==> config.mk <==
export PLATFORM = sky130hd
export DESIGN_NAME = shift_sequencer
export DESIGN_NICKNAME = d
export VERILOG_FILES = /design/src/rtl/mips_shift_pkg.sv /design/src/rtl/shift_sequencer_bit_rev32.sv /design/src/rtl/shift_sequencer.sv
export SDC_FILE = /design/constraint.sdc
export NUM_CORES = 1
export LEC_CHECK = 0
export BUFFER_PORTS_ARGS = -buffer_cell sky130_fd_sc_hd__buf_2
export CAP_MARGIN = 10
export CORE_UTILIZATION = 45
export DETAILED_ROUTE_END_ITERATION = 7
export PLACE_DENSITY = 0.74
export SKIP_LAST_GASP = 1
export SYNTH_ARGS = -nofsm -noshare
export SYNTH_HDL_FRONTEND = slang
export SYNTH_SLANG_ARGS = --single-unit
==> constraint.sdc <==
create_clock -name clk -period 2.05 [get_ports clk]
set_clock_uncertainty 0.15 [all_clocks]
set_input_delay 0.3075 -clock clk [delete_from_list [all_inputs] [get_ports clk]]
set_output_delay 0.3075 -clock clk [all_outputs]
set_load 0.03 [all_outputs]
==> src/rtl/mips_shift_pkg.sv <==
// Shared definitions for the shift sequencer: op codes, FSM state encoding
// and a bit-reversal helper used to turn the left-only shifter into a right shifter.
package mips_shift_pkg;

   localparam logic [1:0] OP_SLL  = 2'b00;
   localparam logic [1:0] OP_SRL  = 2'b01;
   localparam logic [1:0] OP_SRA  = 2'b10;
   localparam logic [1:0] OP_ROTR = 2'b11;

   typedef enum logic [1:0] {
      ST_IDLE  = 2'd0,
      ST_PASS1 = 2'd1,
      ST_PASS2 = 2'd2,
      ST_DONE  = 2'd3
   } state_e;

   function automatic logic [31:0] rev32(input logic [31:0] d);
      logic [31:0] r;
      for (int i = 0; i < 32; i++) begin
         r[i] = d[31-i];
      end
      return r;
   endfunction

endpackage

==> src/rtl/shift_sequencer_bit_rev32.sv <==
// 32-bit bit reversal: a pure wire permutation with no logic.
module bit_rev32
   import mips_shift_pkg::*;
(
   input  logic [31:0] d_i,
   output logic [31:0] d_o
);

   assign d_o = rev32(d_i);

endmodule

==> src/rtl/shift_sequencer.sv <==
// Multi-cycle controller driving an external 32-bit left-only barrel shifter
// to implement SLL/SRL/SRA/ROTR in one or two passes.
module shift_sequencer
   import mips_shift_pkg::*;
#(
   parameter bit ZERO_SKIP = 1'b1
) (
   input  logic        clk,
   input  logic        rst_n,
   input  logic        flush,
   input  logic        req_valid,
   output logic        req_ready,
   input  logic [1:0]  req_op,
   input  logic [31:0] req_data,
   input  logic [4:0]  req_amt,
   output logic        resp_valid,
   input  logic        resp_ready,
   output logic [31:0] resp_data,
   output logic        busy,
   output logic [31:0] sh_a,
   output logic [5:0]  sh_b,
   input  logic [31:0] sh_out
);

   state_e      state_q;
   logic [1:0]  op_q;
   logic [31:0] x_q;
   logic [4:0]  n_q;
   logic [31:0] acc_q;
   logic [31:0] acc_d;
   logic        resp_valid_q;
   logic [31:0] x_rev_s;
   logic [31:0] out_rev_s;

   bit_rev32 u_rev_a   (.d_i(x_q),    .d_o(x_rev_s));
   bit_rev32 u_rev_out (.d_i(sh_out), .d_o(out_rev_s));

   assign req_ready  = (state_q == ST_IDLE);
   assign busy       = (state_q != ST_IDLE);
   assign resp_valid = resp_valid_q;
   assign resp_data  = acc_q;

   // Right shifts reverse the operand, shift left, and reverse back; the second
   // pass fills the vacated top bits (sign fill for SRA, wrapped bits for ROTR).
   always_comb begin
      sh_a = 32'd0;
      sh_b = 6'd0;
      case (state_q)
         ST_PASS1: begin
            sh_b = {1'b0, n_q};
            if (op_q == OP_SLL) begin
               sh_a = x_q;
            end else begin
               sh_a = x_rev_s;
            end
         end
         ST_PASS2: begin
            sh_b = 6'd32 - {1'b0, n_q};
            if (op_q == OP_SRA) begin
               sh_a = 32'hFFFF_FFFF;
            end else begin
               sh_a = x_q;
            end
         end
         default: begin
            sh_a = 32'd0;
            sh_b = 6'd0;
         end
      endcase
   end

   // Accumulator update for each shifter pass.
   always_comb begin
      acc_d = acc_q;
      case (state_q)
         ST_PASS1: begin
            if (op_q == OP_SLL) begin
               acc_d = sh_out;
            end else begin
               acc_d = out_rev_s;
            end
         end
         ST_PASS2: begin
            if (op_q == OP_SRA) begin
               acc_d = acc_q | (x_q[31] ? sh_out : 32'd0);
            end else begin
               acc_d = acc_q | sh_out;
            end
         end
         default: acc_d = acc_q;
      endcase
   end

   // Sequencer FSM, operand latches, accumulator and response flag.
   always_ff @(posedge clk or negedge rst_n) begin
      if (!rst_n) begin
         state_q      <= ST_IDLE;
         op_q         <= 2'b00;
         x_q          <= 32'd0;
         n_q          <= 5'd0;
         acc_q        <= 32'd0;
         resp_valid_q <= 1'b0;
      end else if (flush) begin
         state_q      <= ST_IDLE;
         resp_valid_q <= 1'b0;
      end else begin
         case (state_q)
            ST_IDLE: begin
               if (req_valid) begin
                  op_q <= req_op;
                  x_q  <= req_data;
                  n_q  <= req_amt;
                  if (ZERO_SKIP && (req_amt == 5'd0)) begin
                     acc_q        <= req_data;
                     state_q      <= ST_DONE;
                     resp_valid_q <= 1'b1;
                  end else begin
                     state_q <= ST_PASS1;
                  end
               end
            end
            ST_PASS1: begin
               acc_q <= acc_d;
               if ((op_q == OP_SLL) || (op_q == OP_SRL)) begin
                  state_q      <= ST_DONE;
                  resp_valid_q <= 1'b1;
               end else begin
                  state_q <= ST_PASS2;
               end
            end
            ST_PASS2: begin
               acc_q        <= acc_d;
               state_q      <= ST_DONE;
               resp_valid_q <= 1'b1;
            end
            ST_DONE: begin
               if (resp_ready) begin
                  state_q      <= ST_IDLE;
                  resp_valid_q <= 1'b0;
               end
            end
            default: begin
               state_q      <= ST_IDLE;
               resp_valid_q <= 1'b0;
            end
         endcase
      end
   end

endmodule
==> summary.md, run 1 <==
| Metric | Value |
|---|---|
| Worst vdd ir | `1.06 mV` |
| Crit-path cells | `inv_2 > ha_4 > nand2_8 > o31ai_4 > buf_6 > clkbuf_16 > a22oi_2 > nand2_2 > buf_4` |
| Max Slew Vio Count | `0` |
| Initial antenna violation count | `1` |
| CTS HTree Levels | `3` |
| RSZ-0062 raised after global routing | `true` |
| DR iter-0 viols | `318` |
| Core area | `9910 µm²` |
| Worst-margin pin slew | `594 ps` |
| CTS tree | `yes` |
| Net switching fraction of the power | `0.485` |
| FMAX | `0.399 GHz` |
| Wirelength per Cell | `19.4 µm` |
| Total design power | `0.0126 W` |
| Via density | `5.97` |
| Pwr Density | `1850 nW/µm²` |
| Pre-CTS WS | `-174 ps` |
| Failing checks | `setup timing` |
| Hold Crit Class | `input port to register` |
| Largest cells by area after synthesis | `dfrtp_1, mux2_2, a22oi_1` |
| Worst hold slack | `50.2 ps` |
| Crit path DAT | `2050 ps` |
| Antenna-violating nets left | `0` |
| YS warnings | `0` |
| Final core utilization | `0.686` |
| Crit path kind | `register to output pin` |
| Main combinational cell family by area after synthesis | `compound AO/OA/AOI/OAI gates` |
| Sequential Power Share | `0.241` |
| Clock power share | `0.103` |
| Final worst-path cycle share | `1.22` |
| EDFF count, synth | `0` |
| Adder-Cell Fraction of Synth Area | `0.0134` |
| Commonest cells in the synthesized netlist | `dfrtp_1, mux2_2, a21oi_1` |
| Number of global-route vias before repair | `4627` |
| R2R Setup Slk | `-130 ps` |
| # setup viols final | `50` |
| Die ar. | `10800 µm²` |
| IO Port Bufs | `148` |
| Routability cong. | `0.888` |
| Fillers | `762` |
| Number of synthesized register bits | `74` |
| Area Growth Syn to Fin | `45.1%` |
| Status | `finished, violations left` |
| Skew-Pair Late Insertion Delay | `350 ps` |
| Nets | `735` |
| CP startpoint kind | `register` |
| Worst EP required | `1590 ps` |
| Max-cap violations | `0` |
| Post-Synthesis Mean Instance Area | `9.46 µm²` |
| TNS Setup | `-16230 ps` |
| CP max-delay cell | `dfrtp_1` |
| Mapped Nets | `576` |
| Worst setup EP type | `output pin` |
| Leading area contributor after synthesis | `dfrtp_1` |
| Root buffer cell | `clkbuf_8` |
| Grt ovf | `0` |
| Die W | `104 µm` |
| Synth Instances | `495` |
| Part of the Yosys area used for sequential elements | `0.395` |
| Ports | `149` |
| Xor and xnor area share after synthesis | `0` |
| Async SR Flop Fraction | `1.00` |
| Compound-cell area share of the yosys netlist | `0.243` |
| Die Y | `104 µm` |
| Leakage dissipation | `3.03 nW` |
| Pin count of the biggest net entering global routing | `46` |
| Share of layout cells above drive strength 1 | `0.514` |
| P_sw | `0.00611 W` |
| Worst slew margin | `0.604` |
| Pre-antenna DRT Iters | `6` |
| Total track usage | `0.279` |
| Fin crit period | `2500 ps` |
| Cell Int Power | `0.00649 W` |
| Cell Area, Synth | `4680 µm²` |
| DRC Markers | `0` |
| CTS buffer count | `9` |
| Comb pwr share | `0.656` |
| Setup ws final | `-454 ps` |
| Initial Util | `0.473` |
| Mux share of post-synthesis cell area | `0.139` |
| First-pass GRT wire length | `24100 µm` |
| Main synth FF type | `dfrtp_1` |
| Max clock buf depth | `2` |
| Post-synthesis simple-gate area fraction | `0.158` |
| Number of distinct library cells after synthesis | `41` |
| Maximum fanout along the worst path | `7` |
| Clock sink count | `74` |
| Rows | `36` |
| Final HPWL DP | `10500 µm` |
| Share of the synthesized area in the top cell type | `0.395` |
| Clock-pin slew on the worst setup and hold paths | `90 ps` |
| Crit-path max cell delay | `400 ps` |
| Hold Fails Final Rpt | `0` |
| Cell with the most instances after synthesis | `dfrtp_1` |
| Routed WL | `15300 µm` |
| Via count | `4737` |
==> sequential cells by signal (all words and copies together) (netlist names) <==
signal,count
op_q,2
n_q,5
resp_valid,1
x_q,32
resp_data,32
state_q,2
==> routing by layer <==
layer	vias up	wire [µm]	GRT usage
met4	0	276	0.0837
met1	2324	6600	0.386
met2	207	7350	0.440
met5	-	0	0
met3	19	1120	0.0570
li1	2187	-	-
==> placed cells by master, fill, tap and decap left out, types with 3 or more instances in the layout <==
| cell | Yosys | routed |
|---|---|---|
| mux2_1 | 17 | 17 |
| a22oi_2 | 0 | 31 |
| buf_2 | 19 | 111 |
| inv_2 | 1 | 3 |
| nor2b_1 | 18 | 18 |
| buf_6 | 1 | 35 |
| o21ai_0 | 34 | 30 |
| o221ai_1 | 17 | 17 |
| nand2b_1 | 17 | 17 |
| nand2_2 | 0 | 31 |
| clkbuf_16 | 0 | 3 |
| buf_12 | 0 | 9 |
| and3_1 | 31 | 31 |
| o2bb2ai_1 | 15 | 15 |
| mux2_2 | 40 | 40 |
| nand2_1 | 36 | 3 |
| dfrtp_1 | 74 | 74 |
| clkbuf_8 | 0 | 10 |
| nor2_2 | 1 | 4 |
| buf_4 | 2 | 31 |
| o21ai_1 | 1 | 3 |
| a222oi_1 | 15 | 15 |
| inv_1 | 8 | 6 |
| nor2_1 | 27 | 22 |
| a21oi_1 | 39 | 37 |
==> critical path: cells and delay by family (launching register included) <==
family | cells | cell delay [ps]
adders and majority gates | 1 | 340
DFF | 1 | 400
AOI/OAI and AO/OA | 2 | 270
buffers and inverters | 4 | 530
and+or+nand+nor | 2 | 130
==> power by group through the flow <==
stage                     registers (W)  logic, W  clock network [W]
after global placement          0.00288   0.00685                  0
after detailed placement        0.00290   0.00699                  0
after CTS                       0.00298   0.00780            0.00131
final                           0.00303   0.00827            0.00130
after global routing            0.00312   0.00877            0.00138
after floorplan                 0.00333   0.00453                  0
==> per-stage QoR <==
step / instance area, µm² / std cells
global placement: 5880 / 763
floorplan: 4910 / 495
detailed placement: 5880 / 763
global route: 6800 / 793
CTS: 6580 / 787
finish: 6800 / 793
==> cells by family (layout without fill, tap and decap cells) <==
family          after synthesis  count (layout)
flops                        74              74
mux                          58              58
fa+ha+maj                     5               5
simple gates                140             140
compound gates              165             165
buf+inv                      53             217
other cells                   0               1
==> layout make-up <==
| class | count | area [µm²] | share of cell area |
|---|---|---|---|
| Tap cell | 133 | 166 | 0.0245 |
| Antenna cell | 1 | 2.50 | 0.000368 |
| Clock inverter | 6 | 88.8 | 0.0131 |
| Sequential cell | 74 | 1850 | 0.273 |
| Multi-Input combinational cell | 368 | 3020 | 0.444 |
| Clock buffer | 10 | 138 | 0.0203 |
| Timing Repair Buffer | 192 | 1500 | 0.220 |
| Inverter | 9 | 33.8 | 0.00497 |
==> final timing paths <==
| path | cells past startpoint | from | endpoint |
|---|---|---|---|
| worst max-delay path | 9 | state_q[0] | sh_a[29] |
| min in group asynchronous | 2 | rst_n | n_q[3] |
| worst min-delay path | 2 | req_data[13] | x_q[13] |
| max in group asynchronous | 3 | rst_n | x_q[14] |
| worst min register to register | 1 | resp_data[3] | resp_data[3] |
| worst max register to register | 10 | state_q[0] | resp_data[23] |
==> what timing repair did <==
action	in CTS	in global routing
hold buffers	1	0
pin swaps	15	7
gates resized for setup	85	41
endpoints found under the hold margin	44	0
gates cloned	2	3
endpoints found under the setup margin	70	71
buffers inserted	5	3
Power figures use the tool's default switching activity.
==> run 2, diff against run 1 <==
--- a/config.mk
+++ b/config.mk
@@ -5,11 +5,12 @@
 export SDC_FILE = /design/constraint.sdc
 export NUM_CORES = 1
 export LEC_CHECK = 0
+export ABC_AREA = 1
 export BUFFER_PORTS_ARGS = -buffer_cell sky130_fd_sc_hd__buf_2
 export CAP_MARGIN = 10
 export CORE_UTILIZATION = 45
 export DETAILED_ROUTE_END_ITERATION = 7
-export PLACE_DENSITY = 0.74
+export PLACE_DENSITY = 0.73
 export SKIP_LAST_GASP = 1
 export SYNTH_ARGS = -nofsm -noshare
 export SYNTH_HDL_FRONTEND = slang
==> summary.md, run 2 <==
| Metric | Value |
|---|---|
| Status | `finished, violations left` |
| Failing checks | `setup timing` |
| Net switching fraction of the power | `0.529` |
| Final HPWL DP | `11200 µm` |
| Main synth FF type | `dfrtp_1` |
| Rows | `37` |
| CP startpoint kind | `register` |
| Leakage dissipation | `3.54 nW` |
| Initial Util | `0.472` |
| Ports | `149` |
| CTS tree | `yes` |
| Nets | `1000` |
| Number of synthesized register bits | `74` |
| Via density | `5.57` |
| Hold_sp | `flush` |
| Worst setup EP type | `output pin` |
| EDFF count, synth | `0` |
| Number of antenna diodes | `0` |
| TNS Setup | `-6180 ps` |
| Worst Hold Depth | `2` |
| Clock sink count | `74` |
| Grt ovf | `0` |
| Post-Synthesis Mean Instance Area | `6.49 µm²` |
| Fillers | `904` |
| Max-cap violations | `0` |
| Worst slew margin | `0.701` |
| Hold Crit Class | `input port to register` |
| Number of global-route vias before repair | `5004` |
| FMAX | `0.436 GHz` |
| Final worst-path cycle share | `1.12` |
| Worst hold slack | `17.6 ps` |
| RSZ-0062 raised after global routing | `true` |
| Pre-CTS WS | `47.7 ps` |
| FF-to-FF End | `resp_data[28]` |
| R2R Setup Slk | `60 ps` |
| Pwr Density | `1740 nW/µm²` |
| Cell with the most instances after synthesis | `nand2_1` |
| Commonest non-fill, non-tap cells in the layout | `nand2_1, buf_2, dfrtp_1` |
| Largest cells by area after synthesis | `dfrtp_1, nand2_1, o21ai_0` |
| Worst vdd ir | `1.00 mV` |
| Fin crit period | `2290 ps` |
| CTS HTree Levels | `3` |
| Mapped Nets | `842` |
| Core area | `10500 µm²` |
| Crit path DAT | `1830 ps` |
| Hold Fails Final Rpt | `0` |
| Clock power share | `0.096` |
| Root buffer cell | `clkbuf_8` |
| WL met2 | `8180 µm` |
| Commonest cells in the synthesized netlist | `nand2_1, o21ai_0, a21oi_1` |
| Hold EP | `state_q[1]` |
| Share of the synthesized area in the top cell type | `0.375` |
| Crit path kind | `register to output pin` |
| DR iter-0 viols | `544` |
| Share of layout cells above drive strength 1 | `0.330` |
| Synth Instances | `761` |
| # setup viols final | `38` |
| Cell Area, Synth | `4940 µm²` |
| Cell Int Power | `0.00577 W` |
| RR Startpoint | `state_q[0]` |
| First-pass GRT wire length | `25600 µm` |
| Met3 wire length | `1580 µm` |
| Max Slew Vio Count | `0` |
| IO Port Bufs | `148` |
| Total track usage | `0.291` |
| Worst EP required | `1590 ps` |
| DP Cell Count | `1028` |
| Final core utilization | `0.675` |
| DRC Markers | `0` |
| Die ar. | `11400 µm²` |
| Die W | `107 µm` |
| Pre-antenna DRT Iters | `5` |
| Area Growth Syn to Fin | `43.0%` |
| Routability cong. | `0.893` |
| Wirelength per Cell | `16.4 µm` |
| Sequential Power Share | `0.237` |
| Part of the Yosys area used for sequential elements | `0.375` |
| Die Y | `107 µm` |
| Highest metal used | `met4` |
| CTS buffer count | `9` |
| Maximum fanout along the worst path | `16` |
| DRT met1 WL | `7270 µm` |
| Initial antenna violation count | `0` |
| Max clock buf depth | `2` |
| Setup ws final | `-242 ps` |
| Clock-pin slew on the worst setup and hold paths | `80 ps` |
| Number of distinct library cells after synthesis | `27` |
| Worst-margin pin slew | `448 ps` |
| Pin count of the biggest net entering global routing | `79` |
| YS warnings | `0` |
| Commonest non-fill, non-tap cell in the layout | `nand2_1` |
| Skew-Pair Late Insertion Delay | `360 ps` |
| Post-route insts no fill | `1060` |
| P_sw | `0.00648 W` |
| Leading area contributor after synthesis | `dfrtp_1` |
| Routed WL | `17400 µm` |
| Via count | `5902` |
| Reg2reg path depth | `12` |
| Antenna-violating nets left | `0` |
| Async SR Flop Fraction | `1.00` |
| Comb pwr share | `0.667` |
-- run 2: cell types whose count changed in the layout (fill, tap and decap cells not counted), sizes merged, moves of 31 or more --
cell | previous run | this run
nand2 | 36 | 201
o21ai | 35 | 140
inv | 10 | 78
mux2 | 57 | 0
nand3 | 1 | 55
nor2 | 28 | 71
a21oi | 39 | 80
a22oi | 31 | 0
and3 | 31 | 0
-- run 2: through the flow --
step	total power [W]	area, µm²
after global placement	0.00929	6080
final	0.0122	7060
after detailed placement	0.00938	6080
after floorplan	0.00733	5070
after CTS	0.0114	6770
after global routing	0.0130	7060
-- run 2: cell families (layout without fill, tap and decap cells) --
| logic type | count (synthesis) | after routing | synth area share |
|---|---|---|---|
| AO/OA/AOI/OAI | 225 | 225 | 0.230 |
| adder cells (fa/ha/maj) | 5 | 5 | 0.0127 |
| XOR/XNOR | 1 | 1 | 0.00177 |
| AND/OR/NAND/NOR | 328 | 330 | 0.271 |
| buffers and inverters | 128 | 289 | 0.109 |
| flip-flops | 74 | 74 | 0.375 |
-- run 2: what timing repair did --
item,in CTS,in global routing
gates resized for setup,133,83
pin swaps,8,22
buffers inserted,7,3
endpoints found under the setup margin,38,70
hold buffers,1,0
endpoints found under the hold margin,31,0
cloned,2,6
-- run 2: worst max-delay path: stages, from the launching register on --
cell and delay (ps):
dfrtp_1 400, inv_2 120, ha_4 170, inv_6 50, buf_12 150, a21oi_2 170
o21ai_2 100, o21ai_1 130, buf_4 170
-- run 2: routing by layer --
| metal | vias up | global-route usage |
|---|---|---|
| li1 | 2800 | - |
| met1 | 2728 | 0.412 |
| met2 | 327 | 0.451 |
| met3 | 47 | 0.0505 |
| met4 | 0 | 0.0900 |
| met5 | - | 0 |
-- run 2: worst max path at each step --
stage                           from        to  slack, ps  cells after the start
after detailed placement  state_q[1]  sh_a[15]         50                      8
after CTS                 state_q[1]  sh_a[28]       -220                      9
after global routing      state_q[1]  sh_a[19]       -300                      8
after floorplan           state_q[0]   sh_b[2]       -150                      6
final                     state_q[1]  sh_a[14]       -240                      8
after global placement    state_q[1]  sh_a[16]         60                      8
-- run 2: power by group through the flow --
stage | clock [W] | combinational [W] | sequential [W]
6_report | 0.00118 | 0.00817 | 0.00290
5_1_grt | 0.00126 | 0.00878 | 0.00298
4_1_cts | 0.00118 | 0.00741 | 0.00280
3_5_place_dp | 0 | 0.00660 | 0.00278
3_3_place_gp | 0 | 0.00650 | 0.00279
2_1_floorplan | 0 | 0.00409 | 0.00324
-- run 2: final cells by class --
class / instances / area [µm²] / area share
sequential: 74 / 1850 / 0.263
multi-input combinational: 561 / 2980 / 0.422
clock inverter: 2 / 35.0 / 0.00496
timing repair buffer: 195 / 1540 / 0.218
inverter: 78 / 318 / 0.0450
tap: 136 / 170 / 0.0241
clock buffer: 14 / 163 / 0.0230
==> run 3, diff against run 2 <==
--- a/config.mk
+++ b/config.mk
@@ -8,9 +8,9 @@
 export ABC_AREA = 1
 export BUFFER_PORTS_ARGS = -buffer_cell sky130_fd_sc_hd__buf_2
 export CAP_MARGIN = 10
-export CORE_UTILIZATION = 45
+export CORE_UTILIZATION = 47
 export DETAILED_ROUTE_END_ITERATION = 7
-export PLACE_DENSITY = 0.73
+export PLACE_DENSITY = 0.77
 export SKIP_LAST_GASP = 1
 export SYNTH_ARGS = -nofsm -noshare
 export SYNTH_HDL_FRONTEND = slang
==> summary.md, run 3 (same netlist as run 2, synthesis figures left out) <==
| Metric | Value |
|---|---|
| DRC Markers | `0` |
| Gr busiest metal | `met2` |
| Fillers | `791` |
| Skew-Pair Late Insertion Delay | `350 ps` |
| # setup viols final | `38` |
| Worst slew margin | `0.676` |
| Antenna-violating nets left | `0` |
| Sequential Power Share | `0.228` |
| CP max-delay cell | `dfrtp_1` |
| Status | `finished, violations left` |
| Clock power share | `0.129` |
| Die W | `104 µm` |
| P_sw | `0.00678 W` |
| Clock-pin slew on the worst setup and hold paths | `80 ps` |
| CP startpoint kind | `register` |
| Buf/Inv on CP | `4` |
| Via density | `5.69` |
| Setup ws final | `-270 ps` |
| Grt ovf | `0` |
| Wirelength per Cell | `17.7 µm` |
| Ports | `149` |
| Die Y | `104 µm` |
| Routability cong. | `0.898` |
| Crit path kind | `register to output pin` |
| Worst-margin pin slew | `485 ps` |
| Max Slew Vio Count | `0` |
| CTS HTree Levels | `3` |
| Met3 Use GR | `0.0464` |
| Via count | `6066` |
| Crit path DAT | `1860 ps` |
| Cell Int Power | `0.00615 W` |
| FMAX | `0.431 GHz` |
| Met2 Use GR | `0.479` |
| Initial antenna violation count | `0` |
| Crit path max-delay family | `buffers and inverters` |
| First-pass GRT wire length | `26600 µm` |
| GR Util met1 | `0.438` |
| Crit-path max cell delay | `380 ps` |
| Share of layout cells above drive strength 1 | `0.357` |
| Hold Fails Final Rpt | `0` |
| IO Port Bufs | `148` |
| Total track usage | `0.309` |
| Failing checks | `setup timing` |
| DR iter-0 viols | `442` |
| Nets | `1007` |
| Clock sink count | `74` |
| Max-cap violations | `0` |
| Worst EP required | `1590 ps` |
| RSZ-0062 raised after global routing | `true` |
| Root buffer cell | `clkbuf_8` |
| Worst hold slack | `27.7 ps` |
| CTS buffer count | `9` |
| Core area | `10200 µm²` |
| Number of global-route vias before repair | `5250` |
| Worst setup EP type | `output pin` |
| Die ar. | `10900 µm²` |
| CTS tree | `yes` |
| Initial Util | `0.482` |
| Leakage dissipation | `3.63 nW` |
| Pin count of the biggest net entering global routing | `75` |
| Final worst-path cycle share | `1.13` |
| Routed WL | `18900 µm` |
| Pwr Density | `1760 nW/µm²` |
| Pre-antenna DRT Iters | `5` |
| Maximum fanout along the worst path | `8` |
| Fin crit period | `2320 ps` |
| Final HPWL DP | `10700 µm` |
| Max clock buf depth | `2` |
| Net switching fraction of the power | `0.524` |
| Crit-path cells | `buf_4 > ha_4 > inv_4 > clkbuf_16 > a21oi_1 > o21ai_1 > o21ai_2 > buf_6` |
| Worst vdd ir | `0.987 mV` |
| Rows | `37` |
| Area Growth Syn to Fin | `49.1%` |
| Comb pwr share | `0.643` |
| Commonest non-fill, non-tap cells in the layout | `nand2_1, buf_2, dfrtp_1` |
| Number of antenna diodes | `0` |
| Commonest non-fill, non-tap cell in the layout | `nand2_1` |
| Hold Crit Class | `input port to register` |
| TNS Setup | `-7600 ps` |
-- run 3: worst paths after layout --
path | startpoint | slack (ps) | to | cells after the start
worst min register to register | resp_data[2] | 330 | resp_data[2] | 2
max in group asynchronous | rst_n | 1040 | op_q[1] | 3
worst min-delay path | flush | 30 | state_q[0] | 2
worst max-delay path | state_q[0] | -270 | sh_a[1] | 8
min in group asynchronous | rst_n | 350 | x_q[28] | 3
worst max register to register | state_q[0] | 20 | resp_data[14] | 9
-- run 3: final cells by class --
cell class | count | area (µm²) | area share
multi-input combinational | 561 | 3110 | 0.422
clock buffer | 10 | 138 | 0.0187
clock inverter | 5 | 150 | 0.0204
tap | 136 | 170 | 0.0231
timing repair buffer | 202 | 1630 | 0.222
sequential | 74 | 1850 | 0.252
inverter | 78 | 308 | 0.0418
-- run 3: worst register-to-register path, stage by stage (launching register included) --
cell and delay, ps:
dfrtp_1 410, buf_4 150, buf_4 140, ha_1 210, nor2_2 120, and2_4 220, buf_4 140, nand3_2 190
nand2_1 140, nand2_1 60
-- run 3: through the flow --
| step | instance area (µm²) | power, W | util | setup slack, ps | instances |
|---|---|---|---|---|---|
| 2_1_floorplan | 5070 | 0.00733 | - | -145 | 761 |
| 3_3_place_gp | 6050 | 0.00914 | 0.592 | 60.5 | 1026 |
| 3_5_place_dp | 6050 | 0.00923 | 0.592 | 21.2 | 1026 |
| 4_1_cts | 6970 | 0.0119 | 0.681 | -215 | 1054 |
| 5_1_grt | 7360 | 0.0137 | 0.719 | -357 | 1066 |
| 6_report | 7360 | 0.0129 | 0.719 | -270 | 1066 |
-- run 3: routing by layer --
layer  wire length, µm  vias up
met4               599        0
met1              7650     2813
met3              1580       55
met5                 0        -
li1                  -     2814
met2              9070      384
-- run 3: what timing repair did --
| item | CTS | global route |
|---|---|---|
| hold endpoints to repair | 74 | 0 |
| hold buffers | 1 | 0 |
| pin swaps | 12 | 18 |
| setup buffers | 6 | 10 |
| cloned | 6 | 4 |
| setup endpoints to repair | 38 | 68 |
| resized for setup | 162 | 84 |
-- run 3: power by group through the flow --
stage / clock network, W / registers, W / logic (W)
after CTS: 0.00167 / 0.00283 / 0.00740
after global placement: 0 / 0.00277 / 0.00637
after floorplan: 0 / 0.00324 / 0.00409
after detailed placement: 0 / 0.00276 / 0.00646
final: 0.00166 / 0.00295 / 0.00832
after global routing: 0.00172 / 0.00303 / 0.00891
